## src/rtl/seg_pkg.sv

```systemverilog
// Shared definitions for the 7-segment display blocks: run-state encoding
// and a width helper for prescaler counters.
package seg_pkg;

  typedef enum logic [1:0] {
    ST_IDLE  = 2'd0,
    ST_RUN   = 2'd1,
    ST_PAUSE = 2'd2
  } seg_state_t;

  // Bits needed to hold 0..n-1, never less than one.
  function automatic int seg_clog2w(input int n);
    return (n <= 2) ? 1 : $clog2(n);
  endfunction

endpackage

```

## src/rtl/seg_tick_gen.sv

```systemverilog
// Clock-enable prescaler: emits a one-cycle tick every DIV enabled cycles.
// The count freezes while en is low and is zeroed by clr.
module seg_tick_gen
  import seg_pkg::*;
#(
  parameter int DIV = 10
) (
  input  logic CLOCK_50,
  input  logic rst_n,
  input  logic en,
  input  logic clr,
  output logic tick
);

  localparam int              PW   = seg_clog2w(DIV);
  localparam logic [PW-1:0]   LAST = PW'(DIV - 1);

  logic [PW-1:0] cnt_reg;

  assign tick = en && !clr && (cnt_reg == LAST);

  always_ff @(posedge CLOCK_50 or negedge rst_n) begin
    if (!rst_n) begin
      cnt_reg <= '0;
    end else if (clr) begin
      cnt_reg <= '0;
    end else if (en) begin
      cnt_reg <= (cnt_reg == LAST) ? '0 : cnt_reg + PW'(1);
    end
  end

endmodule

```

## src/rtl/seg_run_counter.sv

```systemverilog
// Start/pause/clear controlled modulo counter for one display digit group,
// advancing on prescaled ticks and emitting a wrap pulse for cascading.
module seg_run_counter
  import seg_pkg::*;
#(
  parameter int CLK_HZ  = 50_000_000,
  parameter int TICK_HZ = 1,
  parameter int CNT_W   = 8,
  parameter int CNT_MOD = 256
) (
  input  logic             CLOCK_50,
  input  logic             rst_n,
  input  logic             key_start,
  input  logic             key_clear,
  input  logic             up_dn,
  output logic [CNT_W-1:0] cout_cnt,
  output logic             running,
  output logic             wrap
);

  localparam int               DIV  = CLK_HZ / TICK_HZ;
  localparam logic [CNT_W-1:0] TOP  = CNT_W'(CNT_MOD - 1);

  generate
    if (DIV < 1) begin : g_bad_div
      $error("seg_run_counter: CLK_HZ/TICK_HZ must be at least 1");
    end
    if (CNT_MOD < 2 || CNT_MOD > (2 ** CNT_W)) begin : g_bad_mod
      $error("seg_run_counter: CNT_MOD must lie in 2..2**CNT_W");
    end
  endgenerate

  seg_state_t state_reg;
  logic       raw_tick;
  logic       tick;
  logic       presc_en;
  logic       presc_clr;

  assign presc_en  = (state_reg == ST_RUN);
  // Zeroing throughout IDLE also covers the IDLE->RUN entry edge.
  assign presc_clr = (state_reg == ST_IDLE) || key_clear;

  seg_tick_gen #(
    .DIV (DIV)
  ) u_tick_gen (
    .CLOCK_50 (CLOCK_50),
    .rst_n    (rst_n),
    .en       (presc_en),
    .clr      (presc_clr),
    .tick     (raw_tick)
  );

  // Key pulses take precedence over a coincident tick.
  assign tick = raw_tick && !key_start && !key_clear;

  always_ff @(posedge CLOCK_50 or negedge rst_n) begin
    if (!rst_n) begin
      state_reg <= ST_IDLE;
      cout_cnt  <= '0;
      running   <= 1'b0;
      wrap      <= 1'b0;
    end else begin
      wrap <= 1'b0;
      if (key_clear) begin
        state_reg <= ST_IDLE;
        cout_cnt  <= '0;
        running   <= 1'b0;
      end else begin
        case (state_reg)
          ST_IDLE: begin
            if (key_start) begin
              state_reg <= ST_RUN;
              running   <= 1'b1;
            end
          end
          ST_RUN: begin
            if (key_start) begin
              state_reg <= ST_PAUSE;
              running   <= 1'b0;
            end else if (tick) begin
              if (up_dn) begin
                if (cout_cnt == TOP) begin
                  cout_cnt <= '0;
                  wrap     <= 1'b1;
                end else begin
                  cout_cnt <= cout_cnt + CNT_W'(1);
                end
              end else begin
                if (cout_cnt == '0) begin
                  cout_cnt <= TOP;
                  wrap     <= 1'b1;
                end else begin
                  cout_cnt <= cout_cnt - CNT_W'(1);
                end
              end
            end
          end
          ST_PAUSE: begin
            if (key_start) begin
              state_reg <= ST_RUN;
              running   <= 1'b1;
            end
          end
          default: begin
            state_reg <= ST_IDLE;
            running   <= 1'b0;
          end
        endcase
      end
    end
  end

endmodule

```

## config.mk

```make
export PLATFORM = sky130hd
export DESIGN_NAME = seg_run_counter
export DESIGN_NICKNAME = d
export VERILOG_FILES = /design/src/rtl/seg_pkg.sv /design/src/rtl/seg_tick_gen.sv /design/src/rtl/seg_run_counter.sv
export SDC_FILE = /design/constraint.sdc
export NUM_CORES = 1
export LEC_CHECK = 0
export BUFFER_PORTS_ARGS = -buffer_cell sky130_fd_sc_hd__clkbuf_2
export CAP_MARGIN = 20
export CORE_UTILIZATION = 45
export DETAILED_ROUTE_END_ITERATION = 6
export GPL_TIMING_DRIVEN = 1
export SETUP_SLACK_MARGIN = 0.02
export SLEW_MARGIN = 20
export SYNTH_ARGS = -nofsm -noshare
export SYNTH_HDL_FRONTEND = slang
export SYNTH_SLANG_ARGS = --single-unit
```

## constraint.sdc

```tcl
create_clock -name CLOCK_50 -period 1.58 [get_ports CLOCK_50]
set_input_delay 0.237 -clock CLOCK_50 [delete_from_list [all_inputs] [get_ports CLOCK_50]]
set_output_delay 0.237 -clock CLOCK_50 [all_outputs]
set_load 0.03 [all_outputs]
```

==> Flow_metrics.wiki, run 1 <==
{| class="wikitable"
! Metric !! Value
|-
| Final non-filler cell area || 3642 um^2
|-
| P_leak || 0.001606 uW
|-
| Number of iterations in the first detailed-routing pass || 4
|-
| Kind of end point of the critical path || register
|-
| DR WL met2 || 3693 um
|-
| Clock-pin slew reported for the worst setup and hold paths after clock tree synthesis || 0.08 ns
|-
| Total nets after synthesis || between 200 and 300
|-
| Top layer reached by signal wires || met4
|-
| Relative area change from synthesis to final layout || 51.93%
|-
| Terminus of the critical flop-to-flop path || u_tick_gen.cnt_reg[20]
|-
| Met1 wire length || 3006 um
|-
| GRT Total Usage || 27.79%
|-
| Launching element type of the critical path || register
|-
| Worst Setup Path Type || register to register
|-
| Estimated wirelength of the detail-placed design || 4556 um
|-
| Peak supply drop || 0.4638 mV
|-
| Post-synthesis register bit count || 37
|-
| Number of cells in the design after placement || 418
|-
| Fraction of layout instances using a drive strength above 1 || 44.09%
|-
| Detailed-route via count || between 2000 and 3000
|-
| CTS HTree Levels || 2
|-
| Design Power || 1886 uW
|-
| Relative slew slack || about two thirds
|-
| Post-place instance area || 3082 um^2
|-
| Proportion of synthesized chip area in sequential cells || 38.62%
|-
| Clock net sink count || 37
|-
| Final routed DRC violation total || 0
|-
| Non-Filler Instances || between 400 and 500
|-
| Final worst path period need || 1.785 ns
|-
| Worst setup path start || u_tick_gen.cnt_reg[1]
|-
| Violated checks || hold timing, setup timing
|-
| Via count of the first global-routing pass || about 2400
|-
| Number of cells traversed by the worst register-to-register path || 7
|-
| Top-area cell type share of the netlist area || about two fifths
|-
| Width of the die || around 75 um
|-
| Maximum number of pins on one net before global-route repair || 38
|-
| Slew at the pin closest to its max-slew limit || roughly 0.49 ns
|-
| Largest fanout of any net on the critical path || 4
|-
| Final TNS setup || -4.319 ns
|-
| Final Worst Setup Slack || -0.2049 ns
|-
| Worst hold slack || -0.01891 ns
|-
| Clock tree from TritonCTS || yes
|-
| Starting DRT DRC Count || 135
|-
| Routed len/inst || 15.77 um
|-
| Clk root buf || sky130_fd_sc_hd__clkbuf_8
|-
| Final Hold Vio Count || 11
|-
| Post-synthesis cell count || 283
|-
| Setup repair after global routing missed its margin || yes
|-
| Global-route wire length before repair || 11740 um
|-
| Area enclosed by the die boundary || 5624 um^2
|-
| Drt total wl || slightly above 7000 um
|-
| Max-capacitance violation count || 0
|-
| Bufs on Longest Clock Path || 2
|-
| Pwr Density || 517.7 nW/um^2
|-
| Number of enable flip-flop cells after synthesis || 0
|-
| Arrival time of data at the critical path endpoint || between 2 and 2.5 ns
|-
| Insertion delay of the later-clocked pin in the worst-skew pair || a little under 0.3 ns
|-
| DIE HEIGHT || roughly 75 um
|-
| Avg Inst Size Synth || 8.471 um^2
|-
| Post-layout nets || a little under 400
|-
| Flop2flop setup slack || -0.20 ns
|-
| Post-Syn Area || 2397 um^2
|-
| Antenna cell count || 0
|-
| Main flop type after synthesis || sky130_fd_sc_hd__dfrtp_1
|-
| Total clock buffers created by CTS || 5
|-
| Number of primary I/O pins || 15
|-
| Port Buf Inserts || 14
|-
| Achievable frequency || approximately 0.56 GHz
|-
| Max FFs per register || 26
|-
| Number of vias per cell || 5.734
|-
| Reg-to-reg startpoint || u_tick_gen.cnt_reg[1]
|-
| Routed length on met3 || 243 um
|-
| Hold WC Path Type || input port to asynchronous set/reset pin
|-
| Final-layout fill cell count || approximately 400
|-
| Asr flop ratio synth || 100.0%
|-
| Residual antenna-violating net count after detailed routing || 0
|-
| Pre-CTS setup slack || -0.2322 ns
|-
| Last weighted congestion value of the routability-driven placer || 0.8466
|-
| Slew Limit Fails || 0
|-
| Outcome || finished, violations left
|-
| Total global routing overflow || 0
|-
| Floorplan row count || 26
|-
| Period utilisation layout || 113.0%
|-
| Ys Warns || 0
|-
| Initial standard-cell utilization of the core || a little under half
|-
| Final setup viols || 34
|-
| Std-Cell Core Area || 5107 um^2
|-
| Required time reported for the critical path endpoint || 1.80 ns
|-
| Top post-synthesis cells by area || sky130_fd_sc_hd__dfrtp_1, sky130_fd_sc_hd__a21oi_1, sky130_fd_sc_hd__nand3_1
|-
| Layout Skew || between 0.009 and 0.01 ns
|-
| Post-synth top area cell || sky130_fd_sc_hd__dfrtp_1
|-
| Capture point of the critical path || u_tick_gen.cnt_reg[20]
|-
| Initial antenna violation count || 0
|-
| Number of distinct library cell variants in the gate-level netlist after synthesis || 50
|}
## critical path, cell delays in order, from the launching register on
cell and delay [ns]:
sky130_fd_sc_hd__dfrtp_1 0.39, sky130_fd_sc_hd__ha_4 0.16, sky130_fd_sc_hd__nand3_4 0.09, sky130_fd_sc_hd__buf_6 0.16
sky130_fd_sc_hd__nor4_4 0.30, sky130_fd_sc_hd__nand2b_1 0.12, sky130_fd_sc_hd__or4_1 0.40, sky130_fd_sc_hd__nand3_1 0.09
## routing by layer
layer	global-route usage (%)	vias to the layer above
met5	0	-
met4	12.16	0
met3	4.819	17
met2	47.35	74
met1	34.63	1246
li1	-	1249
## placed cells by master (no fill, tap or decap), types with 7 or more instances in the layout
master,instances
sky130_fd_sc_hd__a21oi_1,12
sky130_fd_sc_hd__dfrtp_1,31
sky130_fd_sc_hd__clkbuf_8,7
sky130_fd_sc_hd__a21oi_2,9
sky130_fd_sc_hd__nand2_1,23
sky130_fd_sc_hd__clkbuf_2,14
sky130_fd_sc_hd__buf_4,67
sky130_fd_sc_hd__inv_1,16
sky130_fd_sc_hd__a31oi_1,13
sky130_fd_sc_hd__o21ai_0,9
sky130_fd_sc_hd__nand3_1,16
sky130_fd_sc_hd__nor2_1,15
sky130_fd_sc_hd__buf_6,18
sky130_fd_sc_hd__nand4_1,7
sky130_fd_sc_hd__o21ai_1,9
## metrics by stage
step           hold slack [ns]  utilization [%]
2_1_floorplan         -0.05859                -
3_3_place_gp            0.3192            60.34
3_5_place_dp            0.3257            60.34
4_1_cts                0.01236            68.57
5_1_grt                0.03788            71.31
6_report              -0.01891            71.31
## Yosys cell counts (all sizes together) (3+ instances only)
master / instances
a21o: 7
a21oi: 22
a31oi: 14
a41oi: 3
and2: 4
and3: 4
and4: 3
buf: 8
clkbuf: 5
dfrtp: 37
ha: 4
inv: 16
nand2: 24
nand2b: 3
nand3: 24
nand4: 9
nor2: 17
nor2b: 6
nor3: 9
nor4: 6
o211ai: 4
o21ai: 21
o31ai: 3
or3: 6
or4: 3
## logic make-up after synthesis
group | after synthesis | synth area share [%]
flip-flops | 37 | 38.62
buffers and inverters | 29 | 5.063
multiplexers | 2 | 0.8351
AO/OA/AOI/OAI | 86 | 22.81
AND/OR/NAND/NOR | 122 | 29.49
XOR/XNOR | 3 | 1.096
adder cells (fa/ha/maj) | 4 | 2.088
## worst min-delay path by stage
stage / endpoint / depth (start not counted) / slack (ns) / startpoint
floorplan: cout_cnt[0] / 0 / -0.06 / rst_n
global placement: state_reg[1] / 2 / 0.32 / rst_n
detailed placement: cout_cnt[4] / 2 / 0.33 / rst_n
CTS: cout_cnt[4] / 2 / 0.01 / rst_n
global route: cout_cnt[4] / 2 / 0.04 / rst_n
finish: cout_cnt[4] / 2 / -0.02 / rst_n
## power breakdown
group          internal [uW]  total [uW]  switching [uW]
clock                    395         750             355
combinational           73.7         181             108
sequential               950         954            3.50
total                   1420        1890             467
## what timing repair did
item	in CTS	in global routing
gates resized for setup	47	20
cloned	2	0
setup endpoints to repair	34	34
hold buffers	0	0
pin swaps	25	14
buffers inserted	17	6
## layout make-up
| class | instances | area [um^2] | share of cell area, % |
|---|---|---|---|
| Sequential cell | 37 | 933.4 | 25.63 |
| Multi-Input combinational cell | 218 | 1629 | 44.73 |
| Clock inverter | 1 | 5.005 | 0.1374 |
| Timing Repair Buffer | 102 | 830.8 | 22.81 |
| Tap cell | 70 | 87.58 | 2.405 |
| Inverter | 16 | 60.06 | 1.649 |
| Clock buffer | 7 | 96.34 | 2.645 |
Power figures use the tool's default switching activity.
==> run 2, diff against run 1 <==
- CELL_PAD_IN_SITES_DETAIL_PLACEMENT: unset -> 1
- CELL_PAD_IN_SITES_GLOBAL_PLACEMENT: unset -> 1
- CORE_ASPECT_RATIO: unset -> 1.25
- CORE_UTILIZATION: 45 -> 42
- PLACE_DENSITY: unset -> 0.74
==> Flow_metrics.wiki, run 2 (synthesized netlist as in run 1, its figures left out) <==
{| class="wikitable"
! Metric !! Value
|-
| Outcome || finished, violations left
|-
| Violated checks || hold timing, setup timing
|-
| Width of the die || 69.58 um (-7.2%)
|-
| Drt total wl || 14410 um (+100%)
|-
| Area used by multi-input combinational logic || 1857 um^2 (+14%)
|-
| Number of cells in the design after placement || 418 (unchanged)
|-
| Number of iterations in the first detailed-routing pass || 5 (+1)
|-
| P_leak || 0.001790 uW (+11%)
|-
| Starting DRT DRC Count || 273 (+100%)
|-
| Max FFs per register || 26 (unchanged)
|-
| Port Buf Inserts || 14 (unchanged)
|-
| Final TNS setup || -10.89 ns (-6.566 ns)
|-
| Peak supply drop || 0.6144 mV (+32%)
|-
| Maximum number of pins on one net before global-route repair || 38 (unchanged)
|-
| Period utilisation layout || 129.0% (+16 points)
|-
| Std-Cell Core Area || 5480 um^2 (+7.3%)
|-
| Arrival time of data at the critical path endpoint || 2.22 ns (+0.21 ns)
|-
| Cell-by-cell listing of the critical path || nand3_2 > nor4_4 > buf_4 > nand4_4 > buf_4 > a221oi_2 > nor3_1
|-
| Post-place instance area || 3119 um^2 (+1.2%)
|-
| Layout Skew || 0.01101 ns (+0.001832 ns)
|-
| Slew at the pin closest to its max-slew limit || 0.5017 ns (+0.009842 ns)
|-
| Final routed DRC violation total || 0 (unchanged)
|-
| Final worst path period need || 2.038 ns (+0.2527 ns)
|-
| Routed len/inst || 30.85 um (+96%)
|-
| Leading cell type in the layout, fill and taps excluded || sky130_fd_sc_hd__buf_4
|-
| Slew Limit Fails || 0 (unchanged)
|-
| GRT Total Usage || 38.82% (+11 points)
|-
| Clk root buf || sky130_fd_sc_hd__clkbuf_8
|-
| Insertion delay of the later-clocked pin in the worst-skew pair || 0.31 ns (+0.02 ns)
|-
| Detailed-route via count || 3331 (+29%)
|-
| Required time reported for the critical path endpoint || 1.76 ns (-0.04 ns)
|-
| Fraction of layout instances using a drive strength above 1 || 52.36% (+8.3 points)
|-
| CTS HTree Levels || 2 (unchanged)
|-
| Final-layout fill cell count || 558 (+40%)
|-
| Launching element type of the critical path || register
|-
| Relative slew slack || 66.55% (-0.66 points)
|-
| Final non-filler cell area || 4020 um^2 (+10%)
|-
| Total global routing overflow || 0 (unchanged)
|-
| Last weighted congestion value of the routability-driven placer || 0.8062 (-4.8%)
|-
| Bufs on Longest Clock Path || 2 (unchanged)
|-
| Largest fanout of any net on the critical path || 7 (+3)
|-
| Final setup viols || 35 (+2.9%)
|-
| Antenna cell count || 0 (unchanged)
|-
| Clock tree from TritonCTS || yes
|-
| DIE HEIGHT || 86.47 um (+15%)
|-
| Number of primary I/O pins || 15 (unchanged)
|-
| Area occupied by registers || 933.4 um^2 (unchanged)
|-
| Clock net sink count || 37 (unchanged)
|-
| Max-capacitance violation count || 0 (unchanged)
|-
| Final Worst Setup Slack || -0.4576 ns (-0.2527 ns)
|-
| Floorplan row count || 30 (+15%)
|-
| Total clock buffers created by CTS || 5 (unchanged)
|-
| Pre-CTS setup slack || -0.3801 ns (-0.1479 ns)
|-
| Non-Filler Instances || 467 (+3.5%)
|-
| Worst Setup Path Type || register to register
|-
| Final Hold Vio Count || 12 (+1)
|-
| Setup repair after global routing missed its margin || yes
|-
| Fraction of the core area covered by cells at the end of the flow || 73.36% (+2.0 points)
|-
| Via count of the first global-routing pass || 3285 (+36%)
|-
| Number of vias per cell || 7.133 (+24%)
|-
| Initial standard-cell utilization of the core || 43.74% (-3.2 points)
|-
| Commonest cells after routing, fill and taps aside || sky130_fd_sc_hd__buf_4, sky130_fd_sc_hd__dfrtp_1, sky130_fd_sc_hd__buf_6, sky130_fd_sc_hd__nand2_1, sky130_fd_sc_hd__nand3_1
|-
| Hold WC Path Type || input port to asynchronous set/reset pin
|-
| Pwr Density || 475.8 nW/um^2 (-8.1%)
|-
| Global-route wire length before repair || 17600 um (+50%)
|-
| Worst hold slack || -0.005724 ns (+0.01318 ns)
|-
| Estimated wirelength of the detail-placed design || 5772 um (+27%)
|-
| Total of hold buffers inserted after clock tree synthesis || 0 (unchanged)
|-
| Area enclosed by the die boundary || 6016 um^2 (+7.0%)
|-
| Kind of end point of the critical path || register
|-
| Cell with the largest stage delay on the worst path || sky130_fd_sc_hd__nor4_4
|-
| Initial antenna violation count || 0 (unchanged)
|-
| Relative area change from synthesis to final layout || 67.69%
|-
| Max stage delay on crit path || 0.42 ns (+0.02 ns)
|-
| Achievable frequency || 0.4908 GHz (-12%)
|-
| Residual antenna-violating net count after detailed routing || 0 (unchanged)
|-
| Clock-pin slew reported for the worst setup and hold paths after clock tree synthesis || 0.09 ns (about the same)
|-
| Most frequent cell on the critical path || sky130_fd_sc_hd__buf_4
|-
| Post-layout nets || 411 (+5.7%)
|-
| Number of cells traversed by the worst register-to-register path || 7 (unchanged)
|}
==> run 2: repair_timing <==
action / in CTS / in global routing
endpoints found under the setup margin: 35 / 35
buffers inserted: 23 / 15
pin swaps: 26 / 22
gates cloned: 5 / 0
resized for setup: 56 / 53
endpoints found under the hold margin: 0 / 0
==> run 2: stage by stage <==
stage | total power, uW | hold WS, ns
2_1_floorplan | 1049 | -0.05859
3_3_place_gp | 1124 | 0.3202
3_5_place_dp | 1130 | 0.3211
4_1_cts | 1831 | 0.006029
5_1_grt | 1956 | 0.01665
6_report | 1913 | -0.005724
==> run 2: worst paths after layout <==
kind | start | endpoint | slack, ns
setup / recovery | u_tick_gen.cnt_reg[21] | cout_cnt[7] | -0.46
hold / removal | rst_n | cout_cnt[5] | -0.006
setup reg to reg | u_tick_gen.cnt_reg[21] | cout_cnt[7] | -0.46
hold reg to reg | u_tick_gen.cnt_reg[22] | u_tick_gen.cnt_reg[22] | 0.62
max in group asynchronous | rst_n | cout_cnt[4] | 1.22
min in group CLOCK_50 | key_start | state_reg[1] | 0.27
==> run 2: area by class of cell <==
cell class	count	share of cell area [%]
clock inverters	2	0.2490
multi-input cells	221	46.19
repair buffers	121	25.05
inverters	16	1.494
clock buffers	6	1.805
well taps	64	1.992
flip-flops and latches	37	23.22
==> run 2: layer usage <==
metal	wire length, um	vias to the layer above	global-route usage (%)
li1	-	1303	-
met1	5019	1645	41.80
met2	7150	252	69.90
met3	1001	131	6.977
met4	1236	0	25.23
met5	0	-	0
==> run 2: power breakdown <==
group          internal (uW)  switching, uW  total (uW)
sequential               950           5.12         955
combinational            103            159         262
clock                    307            389         696
total                   1360            553        1910
==> run 2: worst max-delay path, delay by kind of cell (launching register included) <==
kind,cells,cell delay (ns)
AOI/OAI and AO/OA,1,0.23
buffers and inverters,2,0.40
DFF,1,0.40
and+or+nand+nor,4,0.88
